**config.mk**
```make
export PLATFORM = sky130hd
export DESIGN_NAME = demux_feeder
export DESIGN_NICKNAME = d
export VERILOG_FILES = /design/src/rtl/demux_feeder.sv
export SDC_FILE = /design/constraint.sdc
export NUM_CORES = 1
export LEC_CHECK = 0
export CELL_PAD_IN_SITES_DETAIL_PLACEMENT = 0
export CELL_PAD_IN_SITES_GLOBAL_PLACEMENT = 1
export CORE_ASPECT_RATIO = 1.1
export CORE_MARGIN = 10
export CORE_UTILIZATION = 25
export CTS_CLUSTER_SIZE = 8
export DETAILED_ROUTE_END_ITERATION = 8
export GPL_TIMING_DRIVEN = 1
export PLACE_DENSITY = 0.55
export SETUP_SLACK_MARGIN = 0.2
export SYNTH_ARGS = -nofsm -noshare
export SYNTH_HDL_FRONTEND = slang
export SYNTH_SLANG_ARGS = --single-unit
```
**constraint.sdc**
```tcl
create_clock -name clock -period 5.4 [get_ports clock]
set_clock_uncertainty 0.2 [all_clocks]
set_input_delay 1.08 -clock clock [delete_from_list [all_inputs] [get_ports clock]]
set_output_delay 1.08 -clock clock [all_outputs]
set_load 0.1 [all_outputs]
```
**src/rtl/demux_feeder.sv**
```systemverilog
// demux_feeder: 4-entry FIFO feeding a 1-to-4 demux, DWELL cycles per bit.
// Define DEMUX_FEEDER_PARK_Z_EN to float s1/s0/out_data while idle.
module demux_feeder #(
  parameter int DWELL = 2
) (
  input  logic       clock,
  input  logic       reset,
  input  logic       req_valid,
  output logic       req_ready,
  input  logic [1:0] req_dest,
  input  logic       req_data,
  output logic       s1,
  output logic       s0,
  output logic       out_data,
  output logic       busy,
  output logic [2:0] count
);

  typedef enum logic {
    IDLE,
    HOLD
  } state_t;

  state_t     state_q;
  logic [2:0] mem_q [4];
  logic [1:0] wr_ptr_q, wr_ptr_d;
  logic [1:0] rd_ptr_q, rd_ptr_d;
  logic [2:0] count_q, count_d;
  logic [3:0] dwell_q;
  logic [1:0] sel_q;
  logic       data_q;
  logic       push;
  logic       pop;

  assign req_ready = (count_q != 3'd4);
  assign busy      = (state_q == HOLD);
  assign count     = count_q;

  // Handshake, pop decision and next pointer/occupancy values
  always_comb begin
    push     = req_valid && req_ready;
    pop      = (count_q != 3'd0) &&
               ((state_q == IDLE) || (dwell_q == 4'd0));
    wr_ptr_d = push ? wr_ptr_q + 2'd1 : wr_ptr_q;
    rd_ptr_d = pop  ? rd_ptr_q + 2'd1 : rd_ptr_q;
    count_d  = count_q + {2'b00, push} - {2'b00, pop};
  end

  // FIFO storage and pointers; reset discards contents
  always_ff @(posedge clock or negedge reset) begin
    if (!reset) begin
      wr_ptr_q <= 2'd0;
      rd_ptr_q <= 2'd0;
      count_q  <= 3'd0;
      for (int i = 0; i < 4; i++) mem_q[i] <= 3'd0;
    end else begin
      wr_ptr_q <= wr_ptr_d;
      rd_ptr_q <= rd_ptr_d;
      count_q  <= count_d;
      if (push) mem_q[wr_ptr_q] <= {req_dest, req_data};
    end
  end

  // Two-state hold FSM with registered select and data
  always_ff @(posedge clock or negedge reset) begin
    if (!reset) begin
      state_q <= IDLE;
      dwell_q <= 4'd0;
      sel_q   <= 2'b00;
      data_q  <= 1'b0;
    end else if (pop) begin
      state_q <= HOLD;
      dwell_q <= 4'(DWELL - 1);
      sel_q   <= mem_q[rd_ptr_q][2:1];
      data_q  <= mem_q[rd_ptr_q][0];
    end else begin
      unique case (state_q)
        HOLD: begin
          if (dwell_q != 4'd0) begin
            dwell_q <= dwell_q - 4'd1;
          end else begin
            state_q <= IDLE;
            data_q  <= 1'b0;
          end
        end
        default: begin
          state_q <= IDLE;
        end
      endcase
    end
  end

`ifdef DEMUX_FEEDER_PARK_Z_EN
  assign s1       = busy ? sel_q[1] : 1'bz;
  assign s0       = busy ? sel_q[0] : 1'bz;
  assign out_data = busy ? data_q   : 1'bz;
`else
  assign s1       = sel_q[1];
  assign s0       = sel_q[0];
  assign out_data = data_q;
`endif

endmodule

```
== After elaboration in Yosys (flattened, before gate mapping) ==
Index checks and enable logic that the tools add are counted.

* Flip-flop bits (word level): 27
* Word-level logic and storage cells: 50
* Output and inout bits: 8
* Input bits: 6

* Order comparisons: 3
* Bitwise operators: 3
* Add/sub/neg operators: 5
* Equal/unequal tests: 2
* Mux-type cells: 15
* Reductions and logical operators: 11

{| class="wikitable"
|+ Operators by type and width
! cell !! number
|-
| $bwmux 12 || 1
|-
| $mux 4 || 3
|-
| $mux 3 || 3
|-
| $bmux 3 s2 || 1
|-
| $demux 3 s2 || 1
|-
| $ge 3x3->1 const B || 2
|-
| $mux 1 || 6
|-
| $not 2->3 || 2
|-
| $add 2x1->2 const B || 2
|-
| $logic_not 4->1 || 1
|-
| $reduce_and 2->1 || 2
|-
| $reduce_bool 2->1 || 2
|-
| $reduce_bool 4->1 || 1
|-
| $sub 4x1->4 const B || 1
|-
| $add 3x1->3 || 1
|-
| $logic_and 1x1->1 || 3
|-
| $lt 3x1->1 const B || 1
|-
| $ne 3x3->1 const B || 1
|-
| $reduce_bool 3->1 || 1
|-
| $sub 3x1->3 || 1
|-
| $ne 2x2->1 const B || 1
|-
| $logic_or 1x1->1 || 1
|-
| $not 1->1 || 1
|}

== Logic depth before layout (Yosys ltp) ==
* Depth after elaboration: 6
* Gate-level depth with buffers: 10
* Mapped depth without buffers: 10

== Least setup slack after synthesis ==
Ideal clock, no wire load.

* Kind: register -> output
* Start: register count_q[1] (netlist: count[1])
* End: output req_ready
* Stages on the path, launching flop included: 3
* Path buffers: 0
* Path slack: 2269 ps
* Arrival: 1851 ps
* Required time: 4120 ps
* Path through: dfrtp_1 > nor2_1 > nand2_1

* Cells in the longest elaborated chain, start to end: 1

{| class="wikitable"
|+ Ends and longest elaborated chain
! item !! RTL line !! source
|-
| start, declared || 28 || <nowiki>logic [2:0] count_q, count_d;</nowiki>
|-
| start signal, assigned || 59 || <nowiki>count_q <= count_d;</nowiki>
|-
| $ne 3x3->1 || 35 || <nowiki>assign req_ready = (count_q != 3'd4);</nowiki>
|-
| end, declared || 9 || <nowiki>output logic req_ready,</nowiki>
|}

No other way between the ends.

== Worst setup path after layout ==
Same ends and word-level chain as after synthesis.

==> metrics.cfg <==
[worst_setup_path]
worstPathRequired_ns = 4.12
crit_type = flip-flop to output pin
crit_fanout = 5
cp.arrival_ns = 2.02
crit_slowest_cell = clkdlybuf4s50_1
ff2ff_setup_slack_ns = 2.75
crit_chain = nor2_1, nand2_1, clkdlybuf4s50_1
cp-start-kind = flip-flop
reg2regPathDepth = 10
r2r_end = count[2]$_DFF_PN0_
worstSetupEndpointType = output pin
critPathMaxStageDelay_ns = 1.13
r2r_start = dwell_q[0]$_DFFE_PN0P_

[floorplanning]
core_um2 = 5034
die_y_um = 95.81
die_x_um = 88.92
io_pins = 14
die-area_um2 = 8519
initial_utilization_pct = 25.95
std_cell_rows = 27

[timing]
max_freq_ghz = 0.3031
max-slew-margin-rel_pct = 33.93
setup_viol = 0
worst_pin_slew_ns = 0.9879
hold_viol_final = 0
min_period_ns = 3.299
finalMaxSlewViolations = 0
fin_tns_setup_ns = 0
fin_crit_sh_pct = 61.09
rsz0062_at_grt = no

[clocking]
clock_latency_ns = 0.27
ctsHoldBuffers = 0
cts_resized = 0
htree_levels = 1
path_clk_slew_ns = 0.09
root_buffer = clkbuf_8
cts_tree = built
post_cts_buffers = 0
clock-sinks = 27
cts_buffer_depth = 2
cts-buffers-inserted = 3

[worst_hold_path]
min_path_cells = 1
holdPathEnd = mem_q[6]$_DFFE_PN0P_
holdCritPathClass = flip-flop to flip-flop
worstHoldStart = mem_q[6]$_DFFE_PN0P_

[routing]
drt_pass1_iterations = 2
vias = 774
ant_nets = 0
drt_iter0_drc = 9
wl_um = 2324
drc = 0
viasPerCell = 4.474
wire_per_inst_um = 13.43

[logic_synthesis]
ys_warn_count = 0
syn-num-nets = 113
yosysSeqAreaShare_pct = 51.72
yosys-top-cells-area = dfrtp_1 (52%), mux2_2 (12%), ha_1 (7.7%)
yosys.area.top_type = dfrtp_1
synth.top_cell.area_share_pct = 51.72
yosys_register_bits = 27
netlist_instances = 98
syn_avg_cell_area_um2 = 13.33
synth_area_um2 = 1306
ys_types = 26

[place]
routabilityCongestion = 0.7245
portBuffers = 13
post-dp-hpwl_um = 1765

[final_layout]
insertedDiodeCount = 0
area_growth_pct = 19.44
layout_common_cells = dfrtp_1 (27), mux2_2 (14), clkdlybuf4s50_1 (13), inv_1 (9), nand2_1 (9)
nets = 131
layout_commonest_cell = dfrtp_1
drive_gt1_share_pct = 21.74

[global_route]
gr-usage-all-layers_pct = 6.123
grt_pass1_vias = 848
grt_max_degree = 28
grt_pass1_wl_um = 4057
antenna_found_initial = 0
overflow = 0

[outcome]
status = finished, final reports clean

[run]
drv_cap = 0

## critical path: cells and delay by family, from the launching register on
kind / cells / cell delay [ns]
and+or+nand+nor: 2 / 0.17
buffers and inverters: 1 / 1.13
DFF: 1 / 0.44
## final cells by class
cell class / instances / area [um2]
fillers: 499 / 3473
flip-flops and latches: 27 / 675.6
multi-input cells: 61 / 591.8
repair buffers: 14 / 137.6
well taps: 58 / 72.57
clock buffers: 3 / 41.29
inverters: 9 / 33.78
clock inverters: 1 / 7.507
## sequential cells by signal (all words and copies together) (netlist names)
name      flops
rd_ptr_q      2
sel_q         2
busy          1
wr_ptr_q      2
mem_q        12
dwell_q       4
out_data      1
count         3
## worst max path at each step
stage	to	from	slack, ns	depth (start not counted)
6_report	req_ready	count[1]$_DFF_PN0_	2.10	3
5_1_grt	req_ready	count[1]$_DFF_PN0_	2.01	3
4_1_cts	req_ready	count[1]$_DFF_PN0_	2.07	3
3_5_place_dp	count[2]$_DFF_PN0_	req_valid	1.95	9
3_3_place_gp	count[2]$_DFF_PN0_	req_valid	2.01	9
2_1_floorplan	req_ready	count[1]$_DFF_PN0_	2.27	2
## routing by layer
layer | vias up | routed length [um] | GRT usage [%]
met5 | - | 0 | 0
met4 | 0 | 21 | 1.617
met3 | 4 | 147 | 2.536
met2 | 13 | 1154 | 11.10
met1 | 383 | 1001 | 6.341
li1 | 374 | - | -
## stage by stage
stage,hold WS (ns),instance area (um2),util (%),instances,setup WS (ns)
6_report,0.3053,1560,31.00,173,2.101
5_1_grt,0.3332,1560,31.00,173,2.015
4_1_cts,0.3113,1560,31.00,173,2.073
3_5_place_dp,0.2883,1511,30.03,169,1.951
3_3_place_gp,0.2793,1511,30.03,169,2.013
2_1_floorplan,0.2703,1306,-,98,2.269
## cell usage after synthesis
cell type	n
xnor2_1	3
a21boi_2	1
clkbuf_2	1
nor3b_1	1
dfrtp_1	27
nor3_1	1
a31o_2	1
o21ai_0	3
nand2_1	9
fa_1	1
o221ai_1	1
a31oi_1	1
mux2i_1	1
a21oi_4	1
o2bb2ai_1	1
xor2_1	2
nand2b_1	1
mux2_2	14
a21bo_2	1
nor2_1	4
mux4_1	3
nor3_2	1
ha_1	8
a21o_1	1
or3b_4	1
inv_1	9
## logic make-up after synthesis
| family | after synthesis | synth area share (%) |
|---|---|---|
| flip-flops | 27 | 51.72 |
| buffers and inverters | 10 | 2.969 |
| AND/OR/NAND/NOR | 18 | 6.800 |
| XOR/XNOR | 5 | 3.353 |
| multiplexers | 18 | 18.87 |
| adder cells (fa/ha/maj) | 9 | 9.196 |
| AO/OA/AOI/OAI | 11 | 7.089 |
Power is left out: the tool's default activity adds up to more than one toggle a clock period on the data nets, which glitch-free logic cannot reach.
